==> src/rtl/tristate_bus_arbiter.sv <==
// rtl/tristate_bus_arbiter.sv - round-robin owner arbiter for a shared tri-state bus
//
// Grants one requester at a time the right to drive a shared three-state bus,
// inserts an all-high-Z turnaround gap between owners and caps ownership time.
//
// Ports:
//   clk        rising-edge clock
//   rst_n      asynchronous reset, active low
//   req        level request, one bit per requester
//   en         tri-state driver enables, one-hot or zero
//   gnt_valid  high while any en bit is high
//   gnt_id     index of the current owner (meaningful when gnt_valid)
//   turn       high during turnaround cycles
module tristate_bus_arbiter #(
  parameter int N_REQ    = 4,
  parameter int TURN_CYC = 1,
  parameter int MAX_HOLD = 16
) (
  input  logic                     clk,
  input  logic                     rst_n,
  input  logic [N_REQ-1:0]         req,
  output logic [N_REQ-1:0]         en,
  output logic                     gnt_valid,
  output logic [$clog2(N_REQ)-1:0] gnt_id,
  output logic                     turn
);

  localparam int IDW = $clog2(N_REQ);
  // Unlimited hold (MAX_HOLD == 0) still needs a 1-bit saturating counter.
  localparam int HCW = (MAX_HOLD > 0) ? $clog2(MAX_HOLD + 1) : 1;
  localparam int TCW = $clog2(TURN_CYC + 1);

  typedef enum logic [1:0] {
    S_IDLE = 2'd0,
    S_OWN  = 2'd1,
    S_TURN = 2'd2
  } state_t;

  state_t           state, state_nxt;
  logic [N_REQ-1:0] en_nxt;
  logic             gnt_valid_nxt;
  logic [IDW-1:0]   gnt_id_nxt;
  logic             turn_nxt;
  logic [IDW-1:0]   rr_ptr, rr_ptr_nxt;
  logic [HCW-1:0]   hold_cnt, hold_cnt_nxt;
  logic [TCW-1:0]   turn_cnt, turn_cnt_nxt;

  logic             arb_found;
  logic [IDW-1:0]   arb_id;
  logic             hold_at_max;
  logic             do_arb;
  logic [IDW-1:0]   ptr_after_owner;

  // Rotating priority scan: first set request at rr_ptr, rr_ptr+1, ... mod N_REQ.
  always_comb begin
    int idx;
    arb_found = 1'b0;
    arb_id    = '0;
    idx       = 0;
    for (int i = 0; i < N_REQ; i++) begin
      idx = int'(rr_ptr) + i;
      if (idx >= N_REQ) begin
        idx = idx - N_REQ;
      end
      if (!arb_found && req[idx[IDW-1:0]]) begin
        arb_found = 1'b1;
        arb_id    = idx[IDW-1:0];
      end
    end
  end

  assign hold_at_max     = (MAX_HOLD != 0) && (hold_cnt == HCW'(MAX_HOLD));
  assign ptr_after_owner = (gnt_id == IDW'(N_REQ - 1)) ? '0 : gnt_id + 1'b1;

  always_comb begin
    state_nxt     = state;
    en_nxt        = en;
    gnt_valid_nxt = gnt_valid;
    gnt_id_nxt    = gnt_id;
    turn_nxt      = turn;
    rr_ptr_nxt    = rr_ptr;
    hold_cnt_nxt  = hold_cnt;
    turn_cnt_nxt  = turn_cnt;
    do_arb        = 1'b0;

    case (state)
      S_IDLE: begin
        do_arb = 1'b1;
      end
      S_OWN: begin
        // Only the owner's request matters here; others wait for arbitration.
        if (!req[gnt_id] || hold_at_max) begin
          state_nxt     = S_TURN;
          en_nxt        = '0;
          gnt_valid_nxt = 1'b0;
          turn_nxt      = 1'b1;
          turn_cnt_nxt  = TCW'(1);
          // Owner drops to lowest priority for the next scan.
          rr_ptr_nxt    = ptr_after_owner;
        end else if (hold_cnt != '1) begin
          hold_cnt_nxt = hold_cnt + 1'b1;
        end
      end
      S_TURN: begin
        if (turn_cnt == TCW'(TURN_CYC)) begin
          do_arb = 1'b1;
        end else begin
          turn_cnt_nxt = turn_cnt + 1'b1;
        end
      end
      default: begin
        state_nxt     = S_IDLE;
        en_nxt        = '0;
        gnt_valid_nxt = 1'b0;
        turn_nxt      = 1'b0;
      end
    endcase

    // Shared by IDLE and the last TURN cycle: grant straight into OWN or park in IDLE.
    if (do_arb) begin
      state_nxt     = S_IDLE;
      en_nxt        = '0;
      gnt_valid_nxt = 1'b0;
      turn_nxt      = 1'b0;
      if (arb_found) begin
        state_nxt      = S_OWN;
        en_nxt[arb_id] = 1'b1;
        gnt_valid_nxt  = 1'b1;
        gnt_id_nxt     = arb_id;
        hold_cnt_nxt   = HCW'(1);
      end
    end
  end

  always_ff @(posedge clk or negedge rst_n) begin
    if (!rst_n) begin
      state     <= S_IDLE;
      en        <= '0;
      gnt_valid <= 1'b0;
      gnt_id    <= '0;
      turn      <= 1'b0;
      rr_ptr    <= '0;
      hold_cnt  <= '0;
      turn_cnt  <= '0;
    end else begin
      state     <= state_nxt;
      en        <= en_nxt;
      gnt_valid <= gnt_valid_nxt;
      gnt_id    <= gnt_id_nxt;
      turn      <= turn_nxt;
      rr_ptr    <= rr_ptr_nxt;
      hold_cnt  <= hold_cnt_nxt;
      turn_cnt  <= turn_cnt_nxt;
    end
  end

  // Turnaround watchdog: counts all-zero en cycles (saturating at TURN_CYC)
  // so any new owner, including the previous one, can be checked for a full gap.
  logic [N_REQ-1:0] prev_en;
  logic [TCW-1:0]   zero_run;

  always_ff @(posedge clk or negedge rst_n) begin
    if (!rst_n) begin
      prev_en  <= '0;
      zero_run <= TCW'(TURN_CYC);
    end else begin
      if (|en) begin
        if (prev_en == '0) begin
          a_gap_len : assert (zero_run == TCW'(TURN_CYC));
        end else begin
          a_no_swap : assert (en == prev_en);
        end
        zero_run <= '0;
      end else if (zero_run != TCW'(TURN_CYC)) begin
        zero_run <= zero_run + 1'b1;
      end
      prev_en <= en;
    end
  end

  a_onehot : assert property (@(posedge clk) disable iff (!rst_n) $onehot0(en));
  a_gv_en  : assert property (@(posedge clk) disable iff (!rst_n) gnt_valid == (|en));
  a_excl   : assert property (@(posedge clk) disable iff (!rst_n) !(turn && gnt_valid));
  a_req_x  : assert property (@(posedge clk) disable iff (!rst_n)
                              (state != S_OWN) |-> !$isunknown(req));

endmodule

==> config.mk <==
export PLATFORM = sky130hd
export DESIGN_NAME = tristate_bus_arbiter
export DESIGN_NICKNAME = d
export VERILOG_FILES = /design/src/rtl/tristate_bus_arbiter.sv
export SDC_FILE = /design/constraint.sdc
export NUM_CORES = 1
export LEC_CHECK = 0
export ABC_AREA = 1
export CELL_PAD_IN_SITES_DETAIL_PLACEMENT = 0
export CELL_PAD_IN_SITES_GLOBAL_PLACEMENT = 1
export CORE_MARGIN = 2
export CORE_UTILIZATION = 40
export DETAILED_ROUTE_END_ITERATION = 10
export HOLD_SLACK_MARGIN = 0.03
export PLACE_DENSITY_LB_ADDON = 0.08
export SLEW_MARGIN = 20
export SYNTH_ARGS = -nofsm -noshare
export SYNTH_HDL_FRONTEND = slang
export SYNTH_SLANG_ARGS = --single-unit
==> constraint.sdc <==
create_clock -name clk -period 1.75 [get_ports clk]
set_input_delay 0.35 -clock clk [delete_from_list [all_inputs] [get_ports clk]]
set_output_delay 0.35 -clock clk [all_outputs]
set_load 0.01 [all_outputs]
==> run summary <==
status: finished, final reports clean
Hold Path Class: primary input to async pin
clk_lat worst skew: 0.29 ns
Seq/Total Area, Yosys: 33.68%
share of layout cells above drive strength 1: 19.78%
cells after synthesis: 163
Slew @ Worst Pin: 0.5622 ns
Root Driver: clkbuf_4
Leakage: 0.7271 nW
Avg Cell Area, Syn: 7.292 µm²
Buffers & Inverters on Critical Path: 1
detailed-route DRC error count: 0
detailed placement HPWL: 2.034 mm
unrepaired setup endpoints after global routing: false
Worst Path Class, Setup: flop to primary output
largest net degree at the start of global routing: 17
Synth Register Bits: 16
vias in the first global route: 1026
Post-CTS Setup Inserts: 0
highest ir drop seen on vdd: 1208 µV
max cap viols: 0
clk slew on worst S/H paths: 0.09 ns
Max Root-Sink Buffers: 2
io pins: 14
Via density: 5.075
Final setup viols: 0
area grow syn2layout: 18.11%
top-count cell post-synth: nand2_1
IO buf count: 13
Async S/R FF share, synth: 100.0%
post-synthesis cell area: 1189 µm²
Worst slew margin: 62.52%
Tcrit/Tclk final: 93.62%
Final Power: 2.628 mW
fin nets: 193
GRT Overall Usage: 17.47%
Final ANT Viol Nets: 0
CP max stage cell: clkdlybuf4s50_1
Top FF cell, synth: dfrtp_1
CTS tree: built
total gr overflow: 0
initial antenna violation count: 0
RD Place Congestion: 0.8426
# rows: 19
final WL: 2.576 mm
core area: 2781 µm²
fmax: 0.6104 GHz
Syn. warnings: 0
Startpoint Class: flop
routed len/inst: 12.09 µm
H-tree levels: 1
total CTS buffers: 3
Synth top cells by count: nand2_1 (50), inv_1 (22), nand3_1 (18)
number of enable flip-flop cells after synthesis: 0
WP data required: 1.40 ns
Inst Count DP: 210
DR top layer: met4
Non-Filler Instances: 213
CP delay by family, top: buffers and inverters
cell taking the most area after synthesis: dfrtp_1
DRT Pass-1 Iters: 4
DR iter-0 viols: 35
first-pass GRT wire length: 4.623 mm
Critical R2R Launch: rr_ptr[0]$_DFFE_PN0P_
metal2 WL: 1.319 mm
P per Cell Area: 1872 nW/µm²
Critical R2R Capture: en[0]$_DFFE_PN0P_
M1 WL: 1.183 mm
R2R depth: 11
# diodes: 0
net count after synthesis: 172
Hold Violations, Final: 0
Synth area leaders: dfrtp_1 (34%), nand2_1 (16%), nand3_1 (7.6%)
Max stage delay on crit path: 0.56 ns
Crit path arrival time: 1.29 ns
Die Height: 58.51 µm
met3 wire length: 42 µm
CP Max Fanout: 5
Die W: 58.51 µm
R2R setup slack: 0.16 ns
fin. max-slew vios: 0
Synth top area share: 33.68%
detailed-route via count: 1081
WHS: 0.3623 ns
Starting Density: 42.74%
min cycle time layout: 1.638 ns
Cell variety after synth: 26
Die ar.: 3423 µm²
crit end category: primary output
Final Util: 50.47%
CP Cell Sequence: clkdlybuf4s50_1
clock skew: 0.004729 ns
clock sink count: 16
## worst register-to-register path, delay by kind of cell (launching register included)
family | cells | cell delay (ns)
DFF | 1 | 0.43
buffers and inverters | 2 | 0.23
and+or+nand+nor | 9 | 0.84
## logic make-up (layout without fill, tap and decap cells)
family	after synthesis	after routing	synth area share, %
AND/OR/NAND/NOR	97	97	41.58
buffers and inverters	26	45	9.474
AO/OA/AOI/OAI	21	21	12.11
flip-flops	16	16	33.68
adder cells (fa/ha/maj)	3	3	3.158
## area by class of cell
type | instances | area [µm²]
timing repair buffer | 18 | 167.7
multi-input combinational | 121 | 683.2
clock buffer | 3 | 22.52
sequential | 16 | 401.6
inverter | 24 | 90.09
fill | 276 | 1378
tap | 31 | 38.79
## power by group
part	leakage (nW)	switching (mW)	internal (mW)
Clock	0.0138	0.116	0.0801
Combinational	0.517	1.10	0.690
Sequential	0.196	0.138	0.504
## layout by cell type (no fill, tap or decap)
cell,n
clkdlybuf4s50_1,13
o31ai_1,1
clkbuf_4,3
o21a_1,1
a31oi_1,1
nand3b_1,2
buf_4,5
and3_1,1
inv_1,22
nand3_1,18
a21oi_1,3
ha_1,3
o21ai_1,2
nor2_8,1
nand2_4,6
o21ai_2,4
nand3_2,1
a21oi_2,2
o211ai_1,3
nand4_1,2
nor2_1,5
nor2_2,1
dfrtp_1,15
nand3b_2,1
o21ai_0,3
nand2_2,9
nand2_1,50
dfrtp_2,1
o21bai_1,1
inv_2,2
## worst max-delay path by stage
| stage | from | cells after the start | end | slack, ns |
|---|---|---|---|---|
| after global placement | req[3] | 11 | en[2]$_DFFE_PN0P_ | -0.15 |
| after CTS | gnt_id[0]$_DFFE_PN0P_ | 1 | gnt_id[0] | 0.05 |
| after global routing | req[3] | 9 | hold_cnt[2]$_DFF_PN0_ | 0.02 |
| final | gnt_id[1]$_DFFE_PN0P_ | 1 | gnt_id[1] | 0.11 |
| after floorplan | rr_ptr[0]$_DFFE_PN0P_ | 10 | hold_cnt[1]$_DFF_PN0_ | 0.32 |
| after detailed placement | req[3] | 11 | en[0]$_DFFE_PN0P_ | -0.16 |
## sequential cells by signal (all words and copies together) (netlist names)
register	count
gnt_id	2
en	4
turn	1
turn_cnt	1
gnt_valid	1
hold_cnt	5
rr_ptr	2
## repair_timing
| item | CTS | global route |
|---|---|---|
| hold buffers | 0 | 0 |
| resized for setup | 0 | 3 |
| setup endpoints to repair | 0 | 5 |
## per-stage QoR
step | TNS (ns) | worst slack (ns) | instance area [µm²]
after CTS | 0 | 0.04863 | 1395
after detailed placement | -1.686 | -0.1647 | 1373
after floorplan | 0 | 0.3191 | 1189
final | 0 | 0.1116 | 1404
after global routing | 0 | 0.01516 | 1404
after global placement | -1.488 | -0.1501 | 1373
## layer usage
metal	global-route usage, %	up-vias
met1	22.44	503
li1	-	563
met5	0	-
met4	5.648	0
met2	29.86	11
met3	2.857	4
Note: power is estimated with default switching activity, not from simulation.
